===== src/rtl/pipe_referee.sv =====
// pipe_referee: scoring and collision referee for a side-scrolling bird game.
// Tracks game state (IDLE/RUN/OVER), picks a pseudo-random gap row for each
// pipe, counts pipes passed and flags a collision against pipe or floor.
module pipe_referee #(
    parameter int unsigned BIRD_X    = 200,
    parameter int unsigned PIPE_W    = 60,
    parameter int unsigned GAP_H     = 150,
    parameter int unsigned GAP_MIN   = 80,
    parameter int unsigned SCREEN_H  = 600,
    parameter logic [9:0]  LFSR_SEED = 10'h2A5
) (
    input  logic        clk,
    input  logic        rst,
    input  logic        start,
    input  logic [11:0] pipe_x,
    input  logic        pipe_wrap,
    input  logic [11:0] bird_y,
    output logic [11:0] gap_y,
    output logic [7:0]  score,
    output logic        score_pulse,
    output logic        hit,
    output logic [1:0]  state
);

    typedef enum logic [1:0] {
        IDLE = 2'd0,
        RUN  = 2'd1,
        OVER = 2'd2
    } state_t;

    // Geometry constants widened to 13 bits so sums never wrap.
    localparam logic [12:0] BIRD_X13   = 13'(BIRD_X);
    localparam logic [12:0] PIPE_W13   = 13'(PIPE_W);
    localparam logic [12:0] GAP_H13    = 13'(GAP_H);
    localparam logic [12:0] SCREEN_H13 = 13'(SCREEN_H);
    localparam logic [11:0] GAP_MIN12  = 12'(GAP_MIN);
    localparam logic [11:0] RESET_GAP  = GAP_MIN12 + {4'd0, LFSR_SEED[7:0]};

    state_t      state_q, state_d;
    logic [9:0]  lfsr;
    logic        wrap_q;
    logic        scored;
    logic [11:0] gap_q;
    logic [7:0]  score_q;
    logic        pulse_q;

    logic [12:0] pipe_right;
    logic [12:0] gap_bottom;
    logic        overlap;
    logic        out_of_bounds;
    logic        outside_gap;
    logic        collide;
    logic        passed;
    logic        wrap_evt;
    logic [11:0] new_gap;
    logic        lfsr_fb;

    logic        start_game;
    logic        run_collide;
    logic        run_live;

    // Combinational game geometry and event decode.
    assign pipe_right    = {1'b0, pipe_x} + PIPE_W13;
    assign gap_bottom    = {1'b0, gap_q} + GAP_H13;
    assign overlap       = ({1'b0, pipe_x} <= BIRD_X13) && (pipe_right > BIRD_X13);
    assign out_of_bounds = {1'b0, bird_y} >= SCREEN_H13;
    assign outside_gap   = (bird_y < gap_q) || ({1'b0, bird_y} >= gap_bottom);
    assign collide       = out_of_bounds || (overlap && outside_gap);
    assign passed        = pipe_right <= BIRD_X13;
    assign wrap_evt      = pipe_wrap && !wrap_q;
    assign new_gap       = GAP_MIN12 + {4'd0, lfsr[7:0]};
    assign lfsr_fb       = lfsr[9] ^ lfsr[6];

    // State register.
    always_ff @(posedge clk) begin
        // NOTE: clocked state uses non-blocking assignments so every register
        // samples the pre-edge values regardless of statement order.
        if (rst) state_q <= IDLE;
        else     state_q <= state_d;
    end

    // Next-state logic: start launches a game, a collision ends it.
    always_comb begin
        // NOTE: default assignment first so no path leaves state_d unassigned
        // (which would infer a latch).
        state_d = state_q;
        case (state_q)
            IDLE:    if (start)   state_d = RUN;
            RUN:     if (collide) state_d = OVER;
            OVER:    if (start)   state_d = RUN;
            default: state_d = IDLE;
        endcase
    end

    // Output / control decode from the current state.
    always_comb begin
        start_game  = 1'b0;
        run_collide = 1'b0;
        run_live    = 1'b0;
        hit         = 1'b0;
        case (state_q)
            IDLE: start_game = start;
            RUN: begin
                run_collide = collide;
                run_live    = !collide;
            end
            OVER: begin
                hit        = 1'b1;
                start_game = start;
            end
            default: ;
        endcase
    end

    // Datapath: LFSR, wrap edge detector, gap selection and scoring.
    always_ff @(posedge clk) begin
        if (rst) begin
            lfsr    <= LFSR_SEED;
            wrap_q  <= 1'b0;
            gap_q   <= RESET_GAP;
            score_q <= 8'd0;
            pulse_q <= 1'b0;
            scored  <= 1'b0;
        end else begin
            lfsr    <= {lfsr[8:0], lfsr_fb};
            wrap_q  <= pipe_wrap;
            pulse_q <= 1'b0;
            if (start_game) begin
                score_q <= 8'd0;
                scored  <= 1'b0;
                gap_q   <= new_gap;
            end else if (run_live) begin
                if (passed && !scored) begin
                    scored <= 1'b1;
                    if (score_q != 8'hFF) begin
                        score_q <= score_q + 8'd1;
                        pulse_q <= 1'b1;
                    end
                end
                // A fresh pipe re-arms scoring; it overrides a same-cycle set.
                if (wrap_evt) begin
                    gap_q  <= new_gap;
                    scored <= 1'b0;
                end
            end
            // A collision (run_collide) or OVER/IDLE without start holds gap and score.
        end
    end

    assign gap_y       = gap_q;
    assign score       = score_q;
    assign score_pulse = pulse_q;
    assign state       = state_q;

endmodule

===== config.mk =====
export PLATFORM = sky130hd
export DESIGN_NAME = pipe_referee
export DESIGN_NICKNAME = d
export VERILOG_FILES = /design/src/rtl/pipe_referee.sv
export SDC_FILE = /design/constraint.sdc
export NUM_CORES = 1
export LEC_CHECK = 0
export BUFFER_PORTS_ARGS = -buffer_cell sky130_fd_sc_hd__buf_4
export CAP_MARGIN = 15
export CORE_MARGIN = 5
export CORE_UTILIZATION = 40
export DETAILED_ROUTE_END_ITERATION = 10
export PLACE_DENSITY = 0.59
export RECOVER_POWER = 100
export SYNTH_ARGS = -nofsm -noshare
export SYNTH_HDL_FRONTEND = slang
export SYNTH_SLANG_ARGS = --single-unit

===== constraint.sdc =====
create_clock -name clk -period 3.65 [get_ports clk]
set_input_delay 0.365 -clock clk [delete_from_list [all_inputs] [get_ports clk]]
set_output_delay 0.365 -clock clk [all_outputs]
set_load 0.01 [all_outputs]

After elaboration in Yosys (flattened, before gate mapping). Cells that the tools add are included.

Bitwise gates (word level): 3. Muxes and demuxes: 12. Reduce and logical (&&, ||, !) cells: 20. Order comparisons: 6. Equal/unequal tests: 5. $add $sub $neg: 4.

Operators by type and width (count): 12-bit 2-to-1 mux (3); 12-bit by 6-bit adder with 13-bit output, second input constant (1); 12-bit by 8-bit adder with 13-bit output, second input constant (1); 12-bit by 13-bit greater-or-equal comparator with 1-bit output (1); 13-bit by 8-bit > comparator with 1-bit output, second input constant (1); 13-bit by 8-bit <= comparator with 1-bit output, second input constant (1); 12-bit by 10-bit greater-or-equal comparator with 1-bit output, second input constant (1); 12-bit by 8-bit <= comparator with 1-bit output, second input constant (1); 12-bit less-than comparator (1); 7-bit by 8-bit adder with 9-bit output, first input constant (1); 8-bit by 1-bit adder with 8-bit output, second input constant (1); 8-bit != test, second input constant (1); 1-bit 2-to-1 mux (6); 2-bit AND reduction (3); 2-bit nonzero test (3); 1-bit logical AND (4); 2-bit 2-to-1 mux (2); 2-bit case mux with 2 select lines (1); 2-bit OR reduction (2); 4-bit OR reduction (1); 1-bit zero test (3); 3-bit AND reduction (1); 2-bit by 1-bit equality test with 1-bit output, second input constant (1); 2-bit equality test, second input constant (1); other kinds (6) (8).

Logic and storage cells: 57. Register bits: 35. Output and inout port bits: 24. Input bits: 28.

Longest topological paths before layout.
Word-level depth: 9. Gate-level depth with buffers: 14.

Worst setup path before layout. OpenSTA, ideal clock, no wires.

Path type: register to register. Start: register gap_q[1], in the netlist gap_y[1]. End: register gap_q[7], in the netlist gap_y[7]. Data required time: 3.528 ns. Clock period less this slack: 3.057 ns. Cell stages (with the launch flop): 14. Path slack: 0.593 ns. Library setup time: 0.122 ns. Arrival: 2.935 ns. Cell sequence: dfxtp_1 inv_1 ha_1 o21a_1 nor3_1 o21ai_0 ha_1 and4_1 a221o_1 a211oi_4 nor3_2 o21a_1 buf_6 o32a_1.

Cells in the longest elaborated chain, start to end: 9. Elaborated cells on any way between the ends: 10.

Ends and longest elaborated chain: start: declaration (RTL line 43) `logic [11:0] gap_q;`; start signal: assignment (RTL line 131) `gap_q <= new_gap;`; start signal: assignment (RTL line 142) `gap_q <= new_gap;`; 12-bit by 8-bit adder with 13-bit output (RTL line 64) `assign gap_bottom = {1'b0, gap_q} + GAP_H13;`; 12-bit by 13-bit greater-or-equal comparator with 1-bit output (RTL line 67) `assign outside_gap = (bird_y < gap_q) || ({1'b0, bird_y} >= gap_bottom);`; 1-bit logical OR * (RTL line 67); 1-bit logical AND * (RTL line 68) `assign collide = out_of_bounds || (overlap && outside_gap);`; 1-bit logical OR * (RTL line 68); 1-bit zero test * (RTL line 105) `run_live = !collide;`; 1-bit 2-to-1 mux * (RTL line 101) `case (state_q)`; 2-bit nonzero test (no source line) *; 2-bit AND reduction (no source line) *.

Every way passes the cells marked *; elsewhere a longest branch is shown, timed or not. A chain may end at the register's enable or synchronous reset.

Worst setup path after layout. Ends and elaborated chain as after synthesis.

==> results by group <==
Detailed routing
  • WL per Instance: 12.2 microns
  • DR WL met3: around 210 microns
  • Post-route ant nets: 0
  • DRC Markers: 0
  • DR vias: 1657
  • Via density: 4.79
  • DRT Wirelength: 4220 microns
  • Met1 WL: 2020 microns
  • First-pass DRT Iterations: 4
  • Met2 wire length: 1960 microns
  • Max Used Layer: met4
  • DRT iter0 DRCs: 23

Clock network
  • Clock latency on the worst-skew pair: between 0.2 and 0.3 ns
  • Clock Pin Slew Worst Setup and Hold Paths: around 0.07 ns
  • CTS tree: yes
  • Post_cts resized: 0
  • CTS sink cnt: 32
  • H-tree Lvls: 2
  • Hold-fix buffers, CTS: 0
  • Post-CTS Setup Bufs: 0
  • Cts bufs inserted: 5
  • Root Driver: clkbuf_8
  • Maximum root-to-sink buffer count: 2

Place
  • IO Port Bufs: between 40 and 50
  • DP HPWL: 3420 microns
  • DP Worst Slack: ~0.40 ns
  • Placed cell area: 2440 sq um
  • Gpl congestion: approximately 0.90

STA
  • Max Transition Viols Final: 0
  • Rel. slew slack: around a third
  • Unrepaired setup endpoints after global routing: no
  • Final WS setup: 0.373 ns
  • Final worst path period share: 89.8%
  • Minimum clock period: 3.28 ns
  • Clock skew: 0.00668 ns
  • Measured slew at the worst slew-check pin: 0.979 ns
  • Fin. Hold Viols: 0
  • Post-route setup TNS: 0 ns
  • Fmax: 305 MHz
  • Final setup viols: 0

Critical path
  • Slowest CP cell: o32a_1
  • CP endpoint kind: flip-flop
  • Worst EP arrival: 3.45 ns
  • Setup crit start: gap_y[1]
  • Worst setup SP type: flip-flop
  • CP Capture Point: gap_y[7]
  • Largest fanout on the critical path: 9
  • Reg-to-reg endpoint: gap_y[7]
  • Worst EP required: 3.82 ns
  • Crit Path Category: reg -> reg
  • Flop-to-flop setup slack: 0.37 ns
  • Worst reg2reg path depth: 12
  • Reg2Reg Launch Point: gap_y[1]
  • Slowest stage delay, CP: 0.38 ns
  • Crit path cell chain: inv_1 -> ha_1 -> o21a_1 -> nor3_1 -> o21ai_0 -> ha_1 -> and4_1 -> a221o_1 -> a211oi_1 -> nor3_2 -> o21a_1 -> o32a_1

Synth
  • Cells after Synth: approximately 230
  • Yosys warning count: 0
  • Seq cells post-synth: 32
  • Top cells by count, synth: dfxtp_1 (32), ha_1 (24), nor2_1 (21), inv_1 (18), nand2b_1 (13)
  • Yosys top cell by area: dfxtp_1
  • Synth async-reset ratio: 0%
  • Top-count cell post-synth: dfxtp_1
  • Area share of the largest cell type after synthesis: 31.4%
  • Synth cell types: 54
  • Post-synth top flop: dfxtp_1
  • Post-synth EDFFs: 0
  • Mapped Avg Cell Area: approximately 9 sq um
  • Synth area leaders: dfxtp_1 (31%), ha_1 (15%), xnor2_1 (5.2%)
  • Post-Syn Area: around 2000 sq um
  • Sequential fraction of the synthesis area: 31.4%

Floorplan
  • # IOs: 52
  • FP Rows: 26
  • Die H: roughly 81 microns
  • Core Area: roughly 5000 sq um
  • Die X: 81.4 microns
  • Die area: 6620 sq um
  • Initial Util: 40.4%

Finish
  • Fin area: 2450 sq um
  • Final net count: 327
  • Ant diodes: 0
  • FILL cells: approximately 530
  • Syn-to-layout area delta: 20.5%
  • Proportion of layout cells with a drive suffix above 1: 14.5%

Global routing
  • Largest net degree at the start of global routing: 29
  • Total grt overflow: 0
  • Vias in the first global route: 1602
  • First-pass GRT wire length: around 7000 microns
  • Initial antenna violation count: 0
  • Global-route usage over all layers: about 14%

Pwr
  • Leak: ~1.1 nW
  • Max VDD drop: 0.522 mV
  • Power density over the cells: 370 nW/um^2

Worst hold path
  • Worst min-delay path class: in -> reg

Status
  • Status: finished, final reports clean

Flow run
  • Max Cap Viol: 0
==> registers in the layout, indices dropped and copies added, names as in the netlist <==
signal and flops:
score 8, gap_y 9, lfsr 10, state 2, scored 1, score_pulse 1
wrap_q 1
==> final cells by class <==
class	instances	area [sq um]	share of cell area, %
Clock inverter	1	30.0	1.22
Inverter	18	67.6	2.75
Multi-Input combinational cell	170	1260	51.2
Tap cell	70	87.6	3.57
Sequential cell	32	641	26.1
Clock buffer	7	96.3	3.93
Timing Repair Buffer	48	274	11.2
==> worst max-delay path, delay by kind of cell, from the launching register on <==
kind            cells  cell delay (ns)
compound gates      6             1.63
fa+ha+maj           2             0.53
buf+inv             1             0.09
flops               1             0.37
simple gates        3             0.56
==> placed cells by master (no fill, tap or decap), drive strengths merged, types with 3 or more instances in the layout <==
cell	instances
nor2b	7
nand2	4
o21ai	9
xnor2	12
dfxtp	32
nor2	21
clkbuf	30
o21a	4
nand3	4
or2	5
nor3	5
or3	4
nand2b	14
xor2	3
mux2i	8
inv	18
buf	25
conb	3
ha	24
a21oi	10
a2111oi	3
==> cells by family after synthesis <==
| group | share of synthesized area [%] |
|---|---|
| AND/OR/NAND/NOR | 20.2 |
| AO/OA/AOI/OAI | 17.1 |
| flip-flops | 31.4 |
| buffers and inverters | 5.96 |
| adder cells (fa/ha/maj) | 14.7 |
| XOR/XNOR | 6.45 |
| multiplexers | 3.93 |
| other | 0.184 |
==> layer usage <==
layer,up-vias,global-route usage [%]
li1,886,-
met3,4,3.33
met2,28,22.1
met5,-,0
met1,739,18.1
met4,0,3.04
==> power breakdown <==
part / switching (W) / internal [W] / total, W
Clock: 0.000122 / 0.000241 / 0.000363
Sequential: 0.0000127 / 0.000366 / 0.000379
Combinational: 0.0000849 / 0.0000809 / 0.000166
Total: 0.000220 / 0.000688 / 0.000908
==> metrics by stage <==
stage	total power [W]	util [%]	instances	hold WS [ns]
6_report	0.000908	48.7	346	0.309
3_5_place_dp	0.000565	48.4	338	0.399
5_1_grt	0.000965	48.7	346	0.323
3_3_place_gp	0.000565	48.4	338	0.402
4_1_cts	0.000932	50.9	346	0.302
2_1_floorplan	0.000499	-	229	0.389
==> how the worst min path moves through the flow <==
stage	cells after the start	from	end	slack, ns
global placement	1	lfsr[8]	lfsr[9]	0.40
detailed placement	1	lfsr[8]	lfsr[9]	0.40
global route	2	pipe_wrap	wrap_q	0.32
finish	2	pipe_wrap	wrap_q	0.31
CTS	2	pipe_wrap	wrap_q	0.30
floorplan	1	lfsr[8]	lfsr[9]	0.39
No activity file was read; power rests on OpenSTA's default activity.
